File: config.mk
export PLATFORM = sky130hd
export DESIGN_NAME = disp_scan
export DESIGN_NICKNAME = d
export VERILOG_FILES = /design/src/rtl/disp_pkg.sv /design/src/rtl/disp_scan_decode.sv /design/src/rtl/disp_scan.sv
export SDC_FILE = /design/constraint.sdc
export NUM_CORES = 1
export LEC_CHECK = 0
export ABC_CLOCK_PERIOD_IN_PS = 4400
export CORE_MARGIN = 1.5
export CORE_UTILIZATION = 52
export CTS_BUF_LIST = sky130_fd_sc_hd__clkbuf_8
export DETAILED_ROUTE_END_ITERATION = 10
export MAX_ROUTING_LAYER = met4
export PLACE_DENSITY = 0.79
export SYNTH_ARGS = -nofsm -noshare
export SYNTH_HDL_FRONTEND = slang
export SYNTH_SLANG_ARGS = --single-unit
File: constraint.sdc
create_clock -name clk -period 4.4 [get_ports clk]
set_input_delay 0.88 -clock clk [delete_from_list [all_inputs] [get_ports clk]]
set_output_delay 0.88 -clock clk [all_outputs]
set_load 0.005 [all_outputs]
File: src/rtl/disp_pkg.sv
// Shared constants for the multiplexed 7-segment display driver.
// Segment patterns are {a,b,c,d,e,f,g,dp}, active-high, with dp clear.
package disp_pkg;

    localparam logic [7:0] SEG_0   = 8'hFC;
    localparam logic [7:0] SEG_1   = 8'h60;
    localparam logic [7:0] SEG_2   = 8'hDA;
    localparam logic [7:0] SEG_3   = 8'hF2;
    localparam logic [7:0] SEG_4   = 8'h66;
    localparam logic [7:0] SEG_5   = 8'hB6;
    localparam logic [7:0] SEG_6   = 8'hBE;
    localparam logic [7:0] SEG_7   = 8'hE0;
    localparam logic [7:0] SEG_8   = 8'hFE;
    localparam logic [7:0] SEG_9   = 8'hF6;
    localparam logic [7:0] SEG_A   = 8'hEE;
    localparam logic [7:0] SEG_B   = 8'h3E;
    localparam logic [7:0] SEG_C   = 8'h9C;
    localparam logic [7:0] SEG_D   = 8'h7A;
    localparam logic [7:0] SEG_E   = 8'h9E;
    localparam logic [7:0] SEG_F   = 8'h8E;
    localparam logic [7:0] SEG_OFF = 8'h00;

    // Bit positions inside the segment byte.
    localparam int SEG_BIT_A  = 7;
    localparam int SEG_BIT_B  = 6;
    localparam int SEG_BIT_C  = 5;
    localparam int SEG_BIT_D  = 4;
    localparam int SEG_BIT_E  = 3;
    localparam int SEG_BIT_F  = 2;
    localparam int SEG_BIT_G  = 1;
    localparam int SEG_BIT_DP = 0;

endpackage

File: src/rtl/disp_scan_decode.sv
// Combinational nibble-to-segment decoder (segments a..g only).
// Values 10..15 show as A b C d E F in hex mode and stay dark otherwise.
module seg7_decode
    import disp_pkg::*;
(
    input  logic [3:0] nibble_i,
    input  logic       hex_mode_i,
    output logic [7:1] seg_o
);

    // Map the nibble to its a..g pattern.
    always_comb begin
        // NOTE: every variable written here gets a default first, so no path can infer a latch.
        seg_o = SEG_OFF[SEG_BIT_A:SEG_BIT_G];
        case (nibble_i)
            4'h0: seg_o = SEG_0[SEG_BIT_A:SEG_BIT_G];
            4'h1: seg_o = SEG_1[SEG_BIT_A:SEG_BIT_G];
            4'h2: seg_o = SEG_2[SEG_BIT_A:SEG_BIT_G];
            4'h3: seg_o = SEG_3[SEG_BIT_A:SEG_BIT_G];
            4'h4: seg_o = SEG_4[SEG_BIT_A:SEG_BIT_G];
            4'h5: seg_o = SEG_5[SEG_BIT_A:SEG_BIT_G];
            4'h6: seg_o = SEG_6[SEG_BIT_A:SEG_BIT_G];
            4'h7: seg_o = SEG_7[SEG_BIT_A:SEG_BIT_G];
            4'h8: seg_o = SEG_8[SEG_BIT_A:SEG_BIT_G];
            4'h9: seg_o = SEG_9[SEG_BIT_A:SEG_BIT_G];
            4'hA: if (hex_mode_i) seg_o = SEG_A[SEG_BIT_A:SEG_BIT_G];
            4'hB: if (hex_mode_i) seg_o = SEG_B[SEG_BIT_A:SEG_BIT_G];
            4'hC: if (hex_mode_i) seg_o = SEG_C[SEG_BIT_A:SEG_BIT_G];
            4'hD: if (hex_mode_i) seg_o = SEG_D[SEG_BIT_A:SEG_BIT_G];
            4'hE: if (hex_mode_i) seg_o = SEG_E[SEG_BIT_A:SEG_BIT_G];
            4'hF: if (hex_mode_i) seg_o = SEG_F[SEG_BIT_A:SEG_BIT_G];
            default: seg_o = SEG_OFF[SEG_BIT_A:SEG_BIT_G];
        endcase
    end

endmodule

File: src/rtl/disp_scan.sv
// Time-multiplexed multi-digit common-cathode 7-segment driver.
// Each digit slot starts with a dark interval to stop ghosting; new data
// is swapped in only at frame boundaries so a frame never mixes values.
module disp_scan
    import disp_pkg::*;
#(
    parameter int NUM_DIGITS = 8,
    parameter int SCAN_DIV   = 50000,
    parameter int BLANK_CYC  = 4
) (
    input  logic                    clk,
    input  logic                    rst,
    input  logic                    en,
    input  logic                    load,
    input  logic [4*NUM_DIGITS-1:0] value,
    input  logic [NUM_DIGITS-1:0]   dp_mask,
    input  logic                    hex_mode,
    input  logic                    lz_blank,
    output logic [7:0]              seg,
    output logic [NUM_DIGITS-1:0]   dig,
    output logic                    frame_done
);

    localparam int IDX_W = (NUM_DIGITS > 1) ? $clog2(NUM_DIGITS) : 1;
    localparam int PRE_W = (SCAN_DIV > 1) ? $clog2(SCAN_DIV) : 1;

    localparam logic [PRE_W-1:0] PRE_LAST = PRE_W'(SCAN_DIV - 1);
    localparam logic [PRE_W-1:0] PRE_LIT  = PRE_W'(BLANK_CYC);
    localparam logic [IDX_W-1:0] IDX_LAST = IDX_W'(NUM_DIGITS - 1);

    // Scan position
    logic [PRE_W-1:0] prescaler_q, prescaler_d;
    logic [IDX_W-1:0] index_q, index_d;

    // Displayed data and the copy waiting for the next frame boundary
    logic [4*NUM_DIGITS-1:0] active_val_q;
    logic [NUM_DIGITS-1:0]   active_dp_q;
    logic [4*NUM_DIGITS-1:0] pend_val_q;
    logic [NUM_DIGITS-1:0]   pend_dp_q;
    logic                    pend_flag_q;

    // Registered outputs
    logic [7:0]            seg_q, seg_d;
    logic [NUM_DIGITS-1:0] dig_q, dig_d;
    logic                  frame_done_q;

    logic       slot_end;
    logic       frame_end;
    logic [3:0] cur_nib;
    logic       cur_dp;
    logic       lz_hit;
    logic [7:1] dec_seg;

    assign slot_end  = en && (prescaler_q == PRE_LAST);
    assign frame_end = slot_end && (index_q == IDX_LAST);

    // Advance the prescaler and digit index; disabled scanning parks at slot 0.
    always_comb begin
        prescaler_d = prescaler_q + 1'b1;
        index_d     = index_q;
        if (!en) begin
            prescaler_d = '0;
            index_d     = '0;
        end else if (slot_end) begin
            prescaler_d = '0;
            index_d     = (index_q == IDX_LAST) ? '0 : index_q + 1'b1;
        end
    end

    // Scan position registers.
    always_ff @(posedge clk or posedge rst) begin
        // NOTE: sequential state uses non-blocking assignments so every register samples pre-edge values.
        if (rst) begin
            prescaler_q <= '0;
            index_q     <= '0;
        end else begin
            prescaler_q <= prescaler_d;
            index_q     <= index_d;
        end
    end

    // Capture loads: direct while dark or at a frame boundary, otherwise queued.
    always_ff @(posedge clk or posedge rst) begin
        // NOTE: the data registers are reset too, so a stale value can never reach the display after reset.
        if (rst) begin
            active_val_q <= '0;
            active_dp_q  <= '0;
            pend_val_q   <= '0;
            pend_dp_q    <= '0;
            pend_flag_q  <= 1'b0;
        end else if (!en) begin
            if (load) begin
                active_val_q <= value;
                active_dp_q  <= dp_mask;
                pend_flag_q  <= 1'b0;
            end
        end else if (frame_end) begin
            if (load) begin
                active_val_q <= value;
                active_dp_q  <= dp_mask;
            end else if (pend_flag_q) begin
                active_val_q <= pend_val_q;
                active_dp_q  <= pend_dp_q;
            end
            pend_flag_q <= 1'b0;
        end else if (load) begin
            pend_val_q  <= value;
            pend_dp_q   <= dp_mask;
            pend_flag_q <= 1'b1;
        end
    end

    // Select the current digit's nibble/dp and find whether it is a leading zero.
    always_comb begin
        logic zero_run;
        cur_nib  = active_val_q[3:0];
        cur_dp   = active_dp_q[0];
        lz_hit   = 1'b0;
        zero_run = 1'b1;
        for (int i = 0; i < NUM_DIGITS; i++) begin
            if (index_q == IDX_W'(i)) begin
                cur_nib = active_val_q[4*i +: 4];
                cur_dp  = active_dp_q[i];
            end
        end
        // Walk from the most significant digit down; digit 0 is never blanked.
        for (int i = NUM_DIGITS - 1; i >= 1; i--) begin
            zero_run = zero_run && (active_val_q[4*i +: 4] == 4'h0);
            if (index_q == IDX_W'(i)) begin
                lz_hit = zero_run;
            end
        end
    end

    seg7_decode u_decode (
        .nibble_i   (cur_nib),
        .hex_mode_i (hex_mode),
        .seg_o      (dec_seg)
    );

    // Build the next segment/digit drive: dark during the blank interval.
    always_comb begin
        seg_d = SEG_OFF;
        dig_d = '1;
        if (en && (prescaler_q >= PRE_LIT)) begin
            dig_d[index_q]         = 1'b0;
            seg_d[SEG_BIT_A:SEG_BIT_G] = (lz_blank && lz_hit) ? 7'h00 : dec_seg;
            seg_d[SEG_BIT_DP]      = cur_dp;
        end
    end

    // Output registers.
    always_ff @(posedge clk or posedge rst) begin
        if (rst) begin
            seg_q        <= SEG_OFF;
            dig_q        <= '1;
            frame_done_q <= 1'b0;
        end else begin
            seg_q        <= seg_d;
            dig_q        <= dig_d;
            frame_done_q <= frame_end;
        end
    end

    assign seg        = seg_q;
    assign dig        = dig_q;
    assign frame_done = frame_done_q;

endmodule

==> flow_metrics.py <==
metrics = {
    "clocking": {
        "cts-resized-gates": 0,
        "cts.sinks": 117,
        "root_buffer": "clkbuf_8",
        "cts_htree_levels": 4,
        "holdBufCountCts": 0,
        "cts_buffers": 17,
        "cts_tree": "done",
        "clkLatencyLatePin_ns": 0.44,
        "clkTransAtPathRegs_ns": 0.07,
        "postCtsSetupBuffers": 0,
        "ctsLongestPathBuffers": 2,
    },
    "final_layout": {
        "final_util_pct": 63.85,
        "area_growth_pct": 17.71,
        "diodes": 0,
        "seq_area_um2": 2938,
        "nets": 656,
        "drive_gt1_share_pct": 16.10,
        "fillers": 897,
        "post-route-cell-area_um2": 7043,
        "multi_input_area_um2": 2823,
    },
    "worst_hold_path": {
        "hp-class": "reg -> reg",
        "min_path_cells": 1,
    },
    "synthesis": {
        "synth_edf_count": 0,
        "syn_nets": 601,
        "yosysTopAreaCell": "dfrtp_1",
        "synth.distinct_cells": 60,
        "synth_top_area_share_pct": 45.59,
        "synth_warnings": 0,
        "synthArstFlopShare_pct": 100.0,
        "netlist_area_um2": 5983,
        "synth_seq_cells": 117,
        "syn_avg_cell_area_um2": 10.94,
        "syn_inst": 547,
        "synth-main-ff-cell": "dfrtp_1",
        "ys_seq_area_share_pct": 49.10,
        "synth_area_leaders": "dfrtp_1 46%, mux2_4 10%, mux2i_1 7.7%",
    },
    "detailed_routing": {
        "ant_nets": 0,
        "avgViaCountPerCell": 5.528,
        "avgRoutedWirePerCell_um": 15.90,
        "via_count": 4174,
        "remaining_drc_errors": 0,
        "routed_wirelength_um": 12010,
        "drt-pass1-iter-count": 4,
        "drt_iter0_drc": 230,
    },
    "sta": {
        "min_period_ns": 3.051,
        "setup_tns_ns": 0,
        "tightestPinTransition_ns": 0.9960,
        "max_clock_freq_mhz": 327.8,
        "finalSetupViolations": 0,
        "skew_ns": 0.01016,
        "fin_crit_sh_pct": 69.34,
        "rsz0062_at_grt": "false",
        "slew_viol_final": 0,
        "slew_headroom_pct": 33.15,
        "hold_viol": 0,
    },
    "critical_path": {
        "crit_arrival_ns": 3.43,
        "startpoint_type": "register",
        "critPathRequiredTime_ns": 4.78,
        "path_depth": 8,
        "max_stage_delay_ns": 0.71,
        "critical_path.slowest_cell": "dfrtp_1",
        "crit_family": "compound AO/OA/AOI/OAI gates",
        "worstSetupPathType": "reg -> reg",
        "critPathCaptureType": "register",
        "cp_max_fo": 18,
        "rr_worst_depth": 8,
        "crit_chain": "inv_2 > ha_1 > a211oi_2 > a21oi_1 > a31oi_2 > a21bo_2 > o32ai_1 > and2b_1",
        "crit_buf_inv": 1,
    },
    "die": {
        "fp.coreArea_um2": 11030,
        "pin_count": 63,
        "die-area_um2": 12160,
        "start_util_pct": 54.24,
        "fp.dieW_um": 110.3,
        "rows": 38,
        "die_h_um": 110.3,
    },
    "placed_design": {
        "place_congestion": 0.9316,
        "dpl_cell_area_um2": 6663,
        "port_buffers": 62,
        "dp_hpwl_um": 8195,
    },
    "global_route": {
        "grt_first_pass_wirelength_um": 20410,
        "grt_pass1_vias": 4193,
        "antenna_found_initial": 0,
        "grt_max_degree": 81,
        "grt_use_total_pct": 22.73,
        "overflow": 0,
    },
    "run": {
        "drv_cap": 0,
    },
    "power_and_ir_drop": {
        "peakVddDrop_mv": 0.1823,
        "p_leak_nw": 3.217,
        "pwr_density_cell_nw_per_um2": 373.8,
    },
    "outcome": {
        "status": "finished, final reports clean",
    },
}
==> state kept, by name, summed over array words and instances (netlist names) <==
register,flops
active_val_q,32
pend_val_q,32
prescaler_q,16
active_dp_q,8
dig,8
pend_dp_q,8
seg,8
index_q,3
frame_done,1
pend_flag_q,1
==> placed cells by master (no fill, tap or decap), types with 3 or more instances in the layout <==
| cell | instances |
|---|---|
| xnor2_1 | 6 |
| and2_1 | 6 |
| inv_1 | 14 |
| and3_1 | 7 |
| mux2_4 | 40 |
| nand3_1 | 10 |
| o21ai_1 | 5 |
| clkdlybuf4s50_1 | 62 |
| a22o_1 | 6 |
| nand2b_1 | 3 |
| nor4_1 | 8 |
| nor2_1 | 72 |
| mux2i_1 | 46 |
| ha_1 | 8 |
| nor2b_1 | 3 |
| dfstp_2 | 8 |
| clkbuf_8 | 23 |
| xor2_1 | 9 |
| a21oi_1 | 55 |
| nand2_1 | 39 |
| o21ai_0 | 14 |
| dfrtp_1 | 109 |
| clkinv_2 | 3 |
| nor3_1 | 6 |
| buf_4 | 3 |
| a31oi_1 | 4 |
==> logic make-up (layout without fill, tap and decap cells) <==
group           count (synthesis)  count (layout)  synth area share [%]
mux                            87              87                 17.92
compound gates                109             109                 11.79
xor+xnor                       15              15                 2.196
simple gates                  169             169                 13.40
fa+ha+maj                       8               8                 1.673
flops                         117             117                 49.10
buf+inv                        42             110                 3.911
==> cells in the mapped netlist, types with 6 or more instances <==
master / instances
mux2_4: 40
a21oi_1: 55
a22o_1: 6
buf_6: 8
nand3_1: 10
dfstp_2: 8
ha_1: 8
xnor2_1: 6
o21ai_0: 14
nor3_1: 6
nand2_1: 39
mux2i_1: 46
nor2_1: 72
nor4_1: 8
and2_1: 6
and3_1: 8
clkbuf_1: 12
inv_1: 10
xor2_1: 9
dfrtp_1: 109
buf_2: 10
==> through the flow <==
stage | hold slack (ns) | worst slack [ns] | total power [W] | instances
3_5_place_dp | 0.4869 | 1.332 | 0.001712 | 723
2_1_floorplan | 0.4466 | 0.4325 | 0.001588 | 547
3_3_place_gp | 0.4619 | 1.399 | 0.001692 | 723
5_1_grt | 0.5166 | 1.075 | 0.002762 | 755
4_1_cts | 0.4954 | 1.392 | 0.002650 | 755
6_report | 0.4870 | 1.349 | 0.002633 | 755
==> where the power goes <==
group | switching (W) | internal, W
Sequential | 0.0000870 | 0.00120
Clock | 0.000412 | 0.000524
Combinational | 0.000190 | 0.000222
==> metal layers <==
metal,vias up,global-route usage (%),share of wire (%)
li1,2032,-,-
met1,2017,30.03,45
met2,109,34.48,49
met3,16,4.115,4.5
met4,0,9.982,1.6
met5,-,-,0
==> worst register-to-register path, delay by kind of cell, from the launching register on <==
family / cells / cell delay (ns)
AO/OA/AOI/OAI: 5 / 1.52
flip-flops: 1 / 0.71
adder cells (fa/ha/maj): 1 / 0.40
buffers and inverters: 1 / 0.21
AND/OR/NAND/NOR: 1 / 0.15
==> final cells by class <==
cell class              count  area share (%)
repair buffers             67           9.700
clock buffers              23           4.495
multi-input cells         388           40.08
clock inverters             9          0.9060
well taps                 140           2.487
flip-flops and latches    117           41.71
inverters                  11          0.6218
==> path summary, 6_finish.rpt <==
kind / from / endpoint / slack [ns]
setup / recovery: index_q[2]$_DFFE_PP0P_ / seg[1]$_DFF_PP0_ / 1.35
hold / removal: prescaler_q[0]$_DFF_PP0_ / prescaler_q[0]$_DFF_PP0_ / 0.49
setup reg to reg: index_q[2]$_DFFE_PP0P_ / seg[1]$_DFF_PP0_ / 1.35
hold reg to reg: prescaler_q[0]$_DFF_PP0_ / prescaler_q[0]$_DFF_PP0_ / 0.49
max in group asynchronous: rst / dig[1]$_DFF_PP1_ / 2.71
min in group asynchronous: rst / frame_done$_DFF_PP0_ / 0.90
Note: power is estimated with default switching activity, not from simulation.
==> RTL edit 1 (config.mk and constraints unchanged) <==
Set the parameter `NUM_DIGITS` to 32 (it was 8).
--- a/src/rtl/disp_scan.sv
+++ b/src/rtl/disp_scan.sv
@@ -4,7 +4,7 @@
 module disp_scan
     import disp_pkg::*;
 #(
-    parameter int NUM_DIGITS = 8,
+    parameter int NUM_DIGITS = 32,
     parameter int SCAN_DIV   = 50000,
     parameter int BLANK_CYC  = 4
 ) (
Interface: changed (resized dig, dp_mask and value); port bits go from 63 to 207. No check against the original RTL was run, so the function may have changed too.
==> RTL edit 1 against the unedited design <==
  * The run now ends with design-rule violations left
  * Largest cell class unchanged
  * Area after synthesis increased to 3.2 times the old value
  * First-iteration DRC count increased to 5.4 times the old value
  * Sequential cell count increased by 266
  * Via count increased to 3.6 times the old value
  * Maximum frequency decreased by 25%
  * Largest power group unchanged
  * Cell area increased to 3.3 times the old value
  * Clock power increased to 3.7 times the old value
  * Wire length increased to 4.4 times the old value
  * Synthesized cell count increased to 3.3 times the old value
  * Critical path type unchanged
  * Worst setup slack got worse by 990 ps
  * Non-clock buffer count increased by 194
  * Total power increased to 3.5 times the old value
  * Global-route usage increased by 6.4 points
==> RTL edit 1: results <==
group,metric,value,unit
detailed_routing,drc,10,
critical_path,worstPathArrival,4530,ps
detailed_routing,dr.pass1.iters,10,
critical_path,reg2reg_from,"index_q[0]",
run_status,outcome,"finished with violations",
clock_network,ctsHtreeMaxLevel,3,
finish,seq_area_frac,0.417,
finish,nFillCells,2801,
finish,drive_gt1_frac,0.182,
finish,top_regs,"active_val_q: 128 flops, pend_val_q: 128 flops",
logic_synthesis,seq_area_frac_synth,0.507,
clock_network,clock_latency,620,ps
power,power_leakage,0.0100,uW
detailed_routing,drt_iter0_drc,1235,
finish,multi_input_comb_cells,1251,
finish,clk_share,0.0630,
grt,grt_use_met1,0.404,
place,dp_hpwl,38200,microns
run_status,violations,"design-rule violations",
grt,antenna_found_initial,1,
finish,nNetsFinal,2158,
grt,grt_pass1_wl,84000,microns
critical_path,reg2reg_slack,350,ps
finish,buffer_area_frac,0.114,
place,gp_congestion,0.981,
sta,fin_skew,25.4,ps
critical_path,reg2reg_to,"seg[6]",
hold_path,holdPathEnd,"pend_dp_q[9]",
place,port_buffers,206,
logic_synthesis,synth_xor_area_frac,0.00785,
clock_network,cts_buffers,66,
grt,grt_use_met2,0.427,
finish,nFlopsAndLatches,383,
detailed_routing,route.met3.wl,3950,microns
sta,slew_headroom,0.413,
RTL edit 1: worst max-delay path, cell delays in order, from the launching register on:
cell	delay, ps
dfrtp_1	410
ha_1	410
nor4bb_1	240
buf_4	210
a221oi_1	510
nand2_1	160
a211oi_1	480
a2111oi_2	120
o31ai_2	770
nand2b_1	250
nor3_1	70
o31a_1	280
RTL edit 1: through the flow:
step                      area [sq um]  setup WS, ps  instances  total power (uW)   util
after global routing             23100           220       2497              9490  0.646
final                            23100           355       2497              9080  0.646
after floorplan                  19000         -1600       1783              5080      -
after CTS                        23100           430       2497              9150  0.646
after detailed placement         21600           453       2377              5620  0.605
after global placement           21600           608       2377              5550  0.605
RTL edit 1: report_power, final:
group | switching (uW) | internal (uW) | leakage [uW]
sequential | 395 | 4000 | 0.00441
combinational | 581 | 610 | 0.00480
clock | 1470 | 2030 | 0.000814
total | 2450 | 6640 | 0.0100
==> RTL edit 2 (config.mk and constraints unchanged) <==
Without the edit above. Remove the register `dig_q`: a continuous assignment takes its place, so the output `dig` follows one clock earlier.
--- a/src/rtl/disp_scan.sv
+++ b/src/rtl/disp_scan.sv
@@ -153,14 +153,14 @@
     always_ff @(posedge clk or posedge rst) begin
         if (rst) begin
             seg_q        <= SEG_OFF;
-            dig_q        <= '1;
             frame_done_q <= 1'b0;
         end else begin
             seg_q        <= seg_d;
-            dig_q        <= dig_d;
             frame_done_q <= frame_end;
         end
     end
+
+    assign dig_q = dig_d;
 
     assign seg        = seg_q;
     assign dig        = dig_q;
Check against the original RTL: not equivalent (a bounded check fails within 10 cycles, from zero or initial values and one cycle with rst high).
==> RTL edit 2 against the unedited design <==
  * Cell count decreased by 2.5%
  * Area after synthesis is 4.6% lower
  * Worst setup slack got worse by 590 ps
  * Sequential cell count fell by 8
  * Via count grew 1.1%
  * Core utilization is 2.9 points lower
  * Non-clock buffer count rose by 3
  * Sequential share of layout area shrank 0.26 points
  * Cell area is 6.6% lower
  * Wire length decreased by 1.6%
  * Sequential power fell by 6%
  * Die area is 4.5% lower
  * Total power shrank 17%
  * Register-to-register slack got worse by 360 ps
  * Critical endpoint is now dig[7]
==> RTL edit 2: results <==
group,metric,value,unit
finish,drive_gt1_frac,0.122,
detailed_routing,route.met3.wl,522,microns
critical_path,reg2reg_from,"index_q[1]",
logic_synthesis,synth_commonest_cells,"109 x dfrtp_1, 70 x nor2_1, 57 x a21oi_1",
critical_path,reg2reg_to,"seg[4]",
critical_path,cp_slowest_cell,"clkdlybuf4s50_1",
critical_path,cp_max_fo,12,
clock_network,ctsHtreeMaxLevel,3,
detailed_routing,vias,4219,
hold_path,holdPathEnd,"pend_val_q[13]",
clock_network,clock_latency,360,ps
hold_path,hp-start,"pend_val_q[13]",
detailed_routing,wl_met1,5590,microns
place,dp_cells,721,
detailed_routing,drt_iter0_drc,273,
run_status,outcome,"completed",
detailed_routing,routedWlPerCell,16.1,microns
logic_synthesis,synth.distinct_cells,53,
critical_path,worstPathArrival,2760,ps
detailed_routing,dr.pass1.iters,5,
grt,grt_use_met1,0.302,
place,gp_congestion,0.860,
grt,use_met3,0.0418,
power,power_leakage,0.00294,uW
grt,grt_use_met2,0.342,
logic_synthesis,seq_area_frac_synth,0.478,
sta,fin_skew,11.1,ps
==> RTL edit 2: changes by cell type in the layout (fill, tap and decap cells not counted), sizes merged, moves of 3 or more <==
cell    before  now
nand3       10   13
dfstp        8    0
clkbuf      23    9
buf          5    8
nand3b       0    3
nand2       39   36
and2         6    3
nor2        73   70
==> RTL edit 2: cell families after synthesis <==
group                    after synthesis  synth area share
buffers and inverters                 45            0.0388
flip-flops                           109             0.478
XOR/XNOR                              14            0.0215
AO/OA/AOI/OAI                        113             0.118
AND/OR/NAND/NOR                      169             0.140
adder cells (fa/ha/maj)                8            0.0175
multiplexers                          86             0.186
==> RTL edit 2: metrics by stage <==
step / utilization / power, uW / area, sq um / hold WS, ps
after floorplan: - / 1500 / 5710 / 476
after global placement: 0.593 / 1600 / 6400 / 491
after detailed placement: 0.593 / 1620 / 6400 / 493
after CTS: 0.610 / 2200 / 6580 / 520
after global routing: 0.610 / 2280 / 6580 / 528
final: 0.610 / 2180 / 6580 / 517
==> RTL edit 2: area by class of cell <==
class                           instances  area, sq um
Multi-Input combinational cell        390         2770
Inverter                               12         47.5
Tap cell                              140          175
Clock inverter                          6         56.3
Timing Repair Buffer                   70          681
Clock buffer                            9          124
Sequential cell                       109         2730
Fill cell                             906         4210
==> RTL edit 2: worst max-delay path by stage <==
stage | startpoint | endpoint | slack [ps] | cells after the start
floorplan | rst | active_dp_q[0] | 650 | 1
global placement | en | dig[6] | 810 | 5
detailed placement | en | dig[2] | 800 | 5
CTS | en | dig[6] | 780 | 5
global route | en | dig[7] | 650 | 5
finish | en | dig[7] | 760 | 5
==> RTL edit 2: where the power goes <==
| part | internal, uW | switching [uW] |
|---|---|---|
| clock network | 257 | 314 |
| logic | 213 | 183 |
| registers | 1120 | 87.5 |
| total | 1590 | 585 |
